<file path="config.mk">
export PLATFORM = sky130hd
export DESIGN_NAME = mtr_pwm_drv_flat
export DESIGN_NICKNAME = d
export VERILOG_FILES = /design/src/rtl/mtr_pwm_drv_if.sv /design/src/rtl/mtr_pwm_drv.sv /design/src/flat_wrapper.sv
export SDC_FILE = /design/constraint.sdc
export NUM_CORES = 1
export LEC_CHECK = 0
export BUFFER_PORTS_ARGS = -buffer_cell sky130_fd_sc_hd__buf_2
export CORE_ASPECT_RATIO = 0.75
export CORE_MARGIN = 2
export CORE_UTILIZATION = 50
export DETAILED_ROUTE_END_ITERATION = 6
export PLACE_DENSITY_LB_ADDON = 0.25
export SLEW_MARGIN = 20
export SYNTH_ARGS = -nofsm -noshare
export SYNTH_HDL_FRONTEND = slang
export SYNTH_SLANG_ARGS = --single-unit
</file>
<file path="constraint.sdc">
create_clock -name clk -period 1.97 [get_ports clk]
set_input_delay 0.0985 -clock clk [delete_from_list [all_inputs] [get_ports clk]]
set_output_delay 0.0985 -clock clk [all_outputs]
set_load 0.05 [all_outputs]
</file>
<file path="src/rtl/mtr_pwm_drv_if.sv">
// ============================================================================
// Module   : mtr_pwm_drv_if
// Brief    : Speed-command / drive-output bundle of the motor PWM driver.
// Revision : 1.0 - initial release
// ============================================================================
`default_nettype none

interface mtr_pwm_drv_if;
  logic signed [11:0] lft_spd;
  logic signed [11:0] rght_spd;
  logic               shtdwn;
  logic               lft_pwm1;
  logic               lft_pwm2;
  logic               rght_pwm1;
  logic               rght_pwm2;
  logic               pwm_synch;
  logic               fault;

  // Controller side: issues speed commands and shutdown, observes drives.
  modport master (
    output lft_spd, rght_spd, shtdwn,
    input  lft_pwm1, lft_pwm2, rght_pwm1, rght_pwm2, pwm_synch, fault
  );

  // Driver side.
  modport slave (
    input  lft_spd, rght_spd, shtdwn,
    output lft_pwm1, lft_pwm2, rght_pwm1, rght_pwm2, pwm_synch, fault
  );
endinterface

`default_nettype wire

</file>
<file path="src/rtl/mtr_pwm_drv.sv">
// ============================================================================
// Module   : mtr_pwm_drv
// Brief    : Dual-side motor PWM driver. Shared 2048-clock period counter,
//            period-aligned duty reload, dead-time insertion between the
//            complementary drives and a latched shutdown.
// Revision : 1.0 - initial release
// ============================================================================
`default_nettype none

module mtr_pwm_drv #(
  parameter int NONOVERLAP = 32
) (
  input  logic         clk,
  input  logic         rst,
  mtr_pwm_drv_if.slave bus
);

  // Run counter only has to reach NONOVERLAP (max 255), then it saturates.
  localparam int                 C_RUN_W    = 8;
  localparam logic [C_RUN_W-1:0] C_RUN_MAX  = C_RUN_W'(NONOVERLAP);
  localparam logic [C_RUN_W-1:0] C_RUN_ONE  = C_RUN_W'(1);
  localparam logic [10:0]        C_CNT_LAST = 11'd2047;
  localparam logic [10:0]        C_DUTY_MID = 11'd1024;

  logic [10:0]        r_cnt;
  logic               r_synch;
  logic               r_fault;
  logic               w_wrap;
  logic               w_kill;
  logic signed [11:0] w_spd [2];

  assign w_wrap   = (r_cnt == C_CNT_LAST);
  // A shutdown request gates the drives on the very edge it is sampled.
  assign w_kill   = r_fault | bus.shtdwn;
  assign w_spd[0] = bus.lft_spd;
  assign w_spd[1] = bus.rght_spd;

  // Free-running period counter, period-boundary strobe and shutdown latch.
  always_ff @(posedge clk) begin
    if (rst) begin
      r_cnt   <= '0;
      r_synch <= 1'b0;
      r_fault <= 1'b0;
    end else begin
      r_cnt   <= r_cnt + 11'd1;
      r_synch <= (r_cnt == 11'd0);
      r_fault <= w_kill;
    end
  end

  for (genvar gi = 0; gi < 2; gi++) begin : g_side
    logic signed [10:0] w_sat;
    logic [10:0]        w_duty_nxt;
    logic [10:0]        r_duty;
    logic               w_raw;
    logic               w_same;
    logic               w_settled;
    logic               r_prev;
    logic [C_RUN_W-1:0] r_run;
    logic               r_pwm1;
    logic               r_pwm2;

    // Clamp the 12-bit command into the 11-bit signed range.
    always_comb begin
      w_sat = w_spd[gi][10:0];
      if (w_spd[gi] > 12'sd1023) begin
        w_sat = 11'sh3FF;
      end else if (w_spd[gi] < -12'sd1024) begin
        w_sat = 11'sh400;
      end
    end

    // Adding 1024 to an 11-bit two's-complement value is an MSB flip.
    assign w_duty_nxt = {~w_sat[10], w_sat[9:0]};
    assign w_raw      = (r_cnt < r_duty);
    // r_run counts consecutive past cycles at level r_prev; zero means no
    // history yet (after reset), so the dead-time restarts from scratch.
    assign w_same     = (r_run != '0) && (w_raw == r_prev);
    assign w_settled  = w_same && (r_run >= C_RUN_MAX);

    // Duty reload at period end, dead-time tracking and gated drive outputs.
    always_ff @(posedge clk) begin
      if (rst) begin
        r_duty <= C_DUTY_MID;
        r_prev <= 1'b0;
        r_run  <= '0;
        r_pwm1 <= 1'b0;
        r_pwm2 <= 1'b0;
      end else begin
        if (w_wrap) begin
          r_duty <= w_duty_nxt;
        end
        r_prev <= w_raw;
        if (!w_same) begin
          r_run <= C_RUN_ONE;
        end else if (r_run != C_RUN_MAX) begin
          r_run <= r_run + C_RUN_ONE;
        end
        r_pwm1 <= w_settled &  w_raw & ~w_kill;
        r_pwm2 <= w_settled & ~w_raw & ~w_kill;
      end
    end
  end

  assign bus.lft_pwm1  = g_side[0].r_pwm1;
  assign bus.lft_pwm2  = g_side[0].r_pwm2;
  assign bus.rght_pwm1 = g_side[1].r_pwm1;
  assign bus.rght_pwm2 = g_side[1].r_pwm2;
  assign bus.pwm_synch = r_synch;
  assign bus.fault     = r_fault;

endmodule

`default_nettype wire

</file>
<file path="src/flat_wrapper.sv">
// flat-port wrapper written by rule: the top's interface ports become plain ports
module mtr_pwm_drv_flat 
#(
  parameter int NONOVERLAP = 32
)
  (clk, rst, bus_lft_spd, bus_rght_spd, bus_shtdwn, bus_lft_pwm1, bus_lft_pwm2, bus_rght_pwm1, bus_rght_pwm2, bus_pwm_synch, bus_fault);
  mtr_pwm_drv_if bus_i ();
  input  logic clk;
  input  logic rst;
  input wire logic [$bits(bus_i.lft_spd)-1:0] bus_lft_spd;
  input wire logic [$bits(bus_i.rght_spd)-1:0] bus_rght_spd;
  input wire logic [$bits(bus_i.shtdwn)-1:0] bus_shtdwn;
  output wire logic [$bits(bus_i.lft_pwm1)-1:0] bus_lft_pwm1;
  output wire logic [$bits(bus_i.lft_pwm2)-1:0] bus_lft_pwm2;
  output wire logic [$bits(bus_i.rght_pwm1)-1:0] bus_rght_pwm1;
  output wire logic [$bits(bus_i.rght_pwm2)-1:0] bus_rght_pwm2;
  output wire logic [$bits(bus_i.pwm_synch)-1:0] bus_pwm_synch;
  output wire logic [$bits(bus_i.fault)-1:0] bus_fault;
  assign bus_i.lft_spd = bus_lft_spd;
  assign bus_i.rght_spd = bus_rght_spd;
  assign bus_i.shtdwn = bus_shtdwn;
  assign bus_lft_pwm1 = bus_i.lft_pwm1;
  assign bus_lft_pwm2 = bus_i.lft_pwm2;
  assign bus_rght_pwm1 = bus_i.rght_pwm1;
  assign bus_rght_pwm2 = bus_i.rght_pwm2;
  assign bus_pwm_synch = bus_i.pwm_synch;
  assign bus_fault = bus_i.fault;
  mtr_pwm_drv #(.NONOVERLAP(NONOVERLAP)) u_core (.clk(clk), .rst(rst), .bus(bus_i));
endmodule
</file>
==> impl_metrics.yaml <==
synthesis:
  ys_warn_count: 0
  synthArstFlopShare_pct: 0
  synth_edf_count: 0
  syn-mean-instance-area_um2: 8.45
  synth_area_leaders: "dfxtp_1, ha_1, a211oi_2"
  syn_inst: 365
  yosysTopAreaCell: "dfxtp_1"
  synth_fp_nets: 418
  synth_top_cell_area_share_pct: 37.0
  ys_ff_latch: 57
  synth_common_cells: "nand2_1, dfxtp_1, nor2_1"
  yosysSeqAreaShare_pct: 37.0
  synth-main-ff-cell: "dfxtp_1"
  synth.distinct_cells: 34
  netlist_area_um2: 3080
  yosysMostFrequentCell: "nand2_1"
global_route:
  grt.met3_usage_pct: 8.10
  grt_max_degree: 25
  antenna_found_initial: 0
  use_met1_pct: 28.3
  grt-ovfl-total: 0
  grt_use_total_pct: 21.2
  grtUsageMet2_pct: 32.2
  grt_pass1_vias: 2414
  grt_pass1_wl_um: 11000
  busiest_layer: "met2"
cts:
  root_buffer: "clkbuf_8"
  cts_max_level: 3
  cts_sinks: 57
  clock_path_buffers: 2
  postCtsSetupBuffers: 0
  cts_tree: "built"
  numCtsBuffers: 9
  path_clk_slew_ns: 0.07
  insertion_delay_ns: 0.35
timing:
  max_freq_mhz: 555
  worstMarginPinSlew_ns: 0.580
  rsz0062_at_grt: "no"
  timing.final.ws_setup_ns: 0.168
  slew_headroom_pct: 61.3
  fin_crit_sh_pct: 91.5
  hold_violations: 0
  finalClockSkew_ns: 0.0107
  slew_viol_final: 0
  finalSetupViolCount: 0
  min_period_ns: 1.80
pwr:
  swShare_pct: 24.3
  intPower_mw: 1.96
  power_density_nw_per_um2: 710
  power_frac_comb_pct: 7.6
  total_power_mw: 2.59
  p_leak_nw: 1.58
  power_frac_seq_pct: 45.7
  p_clk_share_pct: 46.7
  p_sw_mw: 0.627
  ir_drop_mv: 0.420
critical_path:
  r2r_start: "u_core.r_cnt[4]"
  path_max_fanout: 13
  path_cells: "buf_4, and3_1, and3_4, nand4_4, buf_4, a21o_1, a21oi_1"
  r2r_cells: 7
  reg2reg_setup_slack_ns: 0.17
  start_kind: "register"
  worst_setup_path_end_kind: "register"
  reg2reg_to: "u_core.g_side[1].r_duty[0]"
  arrival_ns: 2.08
  cp_data_required_time_ns: 2.25
  cp_num_buf_inv: 2
  slowest_stage: "dfxtp_1"
  critPathMaxStageDelay_ns: 0.44
  crit_family: "simple AND/OR/NAND/NOR gates"
  worstSetupPathType: "register to register"
  crit_top_cell: "buf_4"
placed_design:
  pre_cts_slack_ns: -0.0345
  portBuffers: 32
  place_hpwl_um: 4700
  gp_congestion: 0.857
hold_path:
  worstHoldEndpoint: "u_core.g_side[0].r_duty[0]"
  hold_path_class: "primary input to register"
  holdPathStages: 4
  min_from: "bus_lft_spd[0]"
drt:
  num_vias: 2525
  routed_wl_um: 6290
  dr.pass1.iters: 4
  drcViolationCount: 0
  wire_per_inst_um: 12.8
  first_iter_violations: 107
  postRouteAntennaNets: 0
  viasPerCell: 5.13
run_status:
  status: "finished clean"
finish:
  diodes: 0
  fillers: 543
  synthToLayoutAreaGrowth_pct: 18.1
  post-route-util_pct: 61.9
  drive_gt1_share_pct: 22.5
  num-nets-final: 462
floorplan:
  core_area_um2: 5890
  die_area_um2: 6820
  ios: 33
  die_w_um: 94.7
  rows: 24
  start_util_pct: 52.4
  die_height_um: 72.0
flow_run:
  max_cap_viol_count: 0
## metal layers
| metal | vias up | part of all wire [%] |
|---|---|---|
| met5 | - | 0 |
| met3 | 7 | 4.4 |
| li1 | 1337 | - |
| met1 | 1139 | 52 |
| met4 | 0 | 1.0 |
| met2 | 42 | 42 |
## cell families (layout without fill, tap and decap cells)
logic type / count (synthesis) / count (layout) / share of synthesized area (%)
fa+ha+maj: 26 / 26 / 10.5
xor+xnor: 21 / 21 / 5.96
buf+inv: 44 / 93 / 6.21
flops: 57 / 57 / 37.0
compound gates: 53 / 53 / 13.8
simple gates: 163 / 163 / 26.1
mux: 1 / 1 / 0.325
## flip-flops by register name, indices dropped and copies added, names as in the netlist
| name | flops |
|---|---|
| u_core.bus.fault | 1 |
| u_core.bus.lft_pwm1 | 1 |
| u_core.bus.lft_pwm2 | 1 |
| u_core.bus.pwm_synch | 1 |
| u_core.bus.rght_pwm1 | 1 |
| u_core.bus.rght_pwm2 | 1 |
| u_core.g_side.r_duty | 22 |
| u_core.g_side.r_prev | 2 |
| u_core.g_side.r_run | 16 |
| u_core.r_cnt | 11 |
## final cells by class
cell class | count | area, µm² | area share (%)
multi-input combinational | 264 | 1790 | 49.0
sequential | 57 | 1140 | 31.3
timing repair buffer | 47 | 288 | 7.90
clock buffer | 9 | 124 | 3.40
inverter | 30 | 113 | 3.09
tap | 78 | 97.6 | 2.68
clock inverter | 7 | 93.8 | 2.58
## worst register-to-register path, cell delays in order (launching register included)
cell and delay [ns]:
dfxtp_1 0.44, buf_4 0.17, and3_1 0.19, and3_4 0.23
nand4_4 0.19, buf_4 0.25, a21o_1 0.16, a21oi_1 0.12
## worst max path at each step
stage	startpoint	end	slack, ns	cells after the start
global route	u_core.g_side[1].r_duty[2]	u_core.g_side[1].r_run[7]	0.01	7
finish	u_core.r_cnt[4]	u_core.g_side[1].r_duty[0]	0.17	7
global placement	u_core.g_side[1].r_duty[8]	u_core.g_side[1].r_run[7]	0.01	7
floorplan	u_core.r_cnt[8]	u_core.g_side[1].r_run[0]	0.21	7
CTS	u_core.g_side[1].r_duty[10]	u_core.g_side[1].r_run[4]	0.05	7
detailed placement	u_core.g_side[1].r_duty[8]	u_core.g_side[1].r_run[4]	-0.03	7
## power groups by stage
stage / Combinational, mW / Sequential, mW / Clock, mW
2_1_floorplan: 0.117 / 1.22 / 0
3_3_place_gp: 0.186 / 1.21 / 0
3_5_place_dp: 0.192 / 1.21 / 0
4_1_cts: 0.195 / 1.18 / 1.23
5_1_grt: 0.226 / 1.18 / 1.29
6_report: 0.196 / 1.18 / 1.21
## layout by cell type, fill, tap and decap left out, types with 2 or more instances in the layout
cell	netlist	routed
a211oi_1	2	2
a211oi_2	18	18
a21o_1	2	2
a21oi_1	18	14
a21oi_2	0	4
a31oi_1	3	3
and3_1	9	7
and3_4	1	2
buf_2	3	32
buf_4	0	13
bufinv_16	0	2
clkbuf_8	0	9
clkinv_2	0	2
clkinvlp_4	0	2
dfxtp_1	57	57
ha_1	26	25
inv_1	30	30
nand2_1	59	59
nand2b_1	7	7
nand3_1	15	15
nand4_1	4	4
nor2_1	37	37
nor2b_1	3	3
nor3_1	6	5
nor4_1	12	12
nor4b_1	4	4
nor4b_2	2	2
o21ai_0	6	5
o31a_1	2	2
xnor2_1	8	8
xor2_1	13	13
## metrics by stage
stage               std cells  setup TNS [ns]  area [µm²]  hold WS (ns)
floorplan                 365               0        3080         0.219
global placement          475               0        3380         0.324
detailed placement        475          -0.111        3380         0.330
CTS                       492               0        3620        0.0840
global route              492               0        3640         0.124
finish                    492               0        3640        0.0927
## what timing repair did
action                                  4_1_cts  5_1_grt
endpoints found under the hold margin         1        0
endpoints found under the setup margin       12       17
gates resized for setup                       2        9
hold buffers                                  1        0
Power figures use the tool's default switching activity.
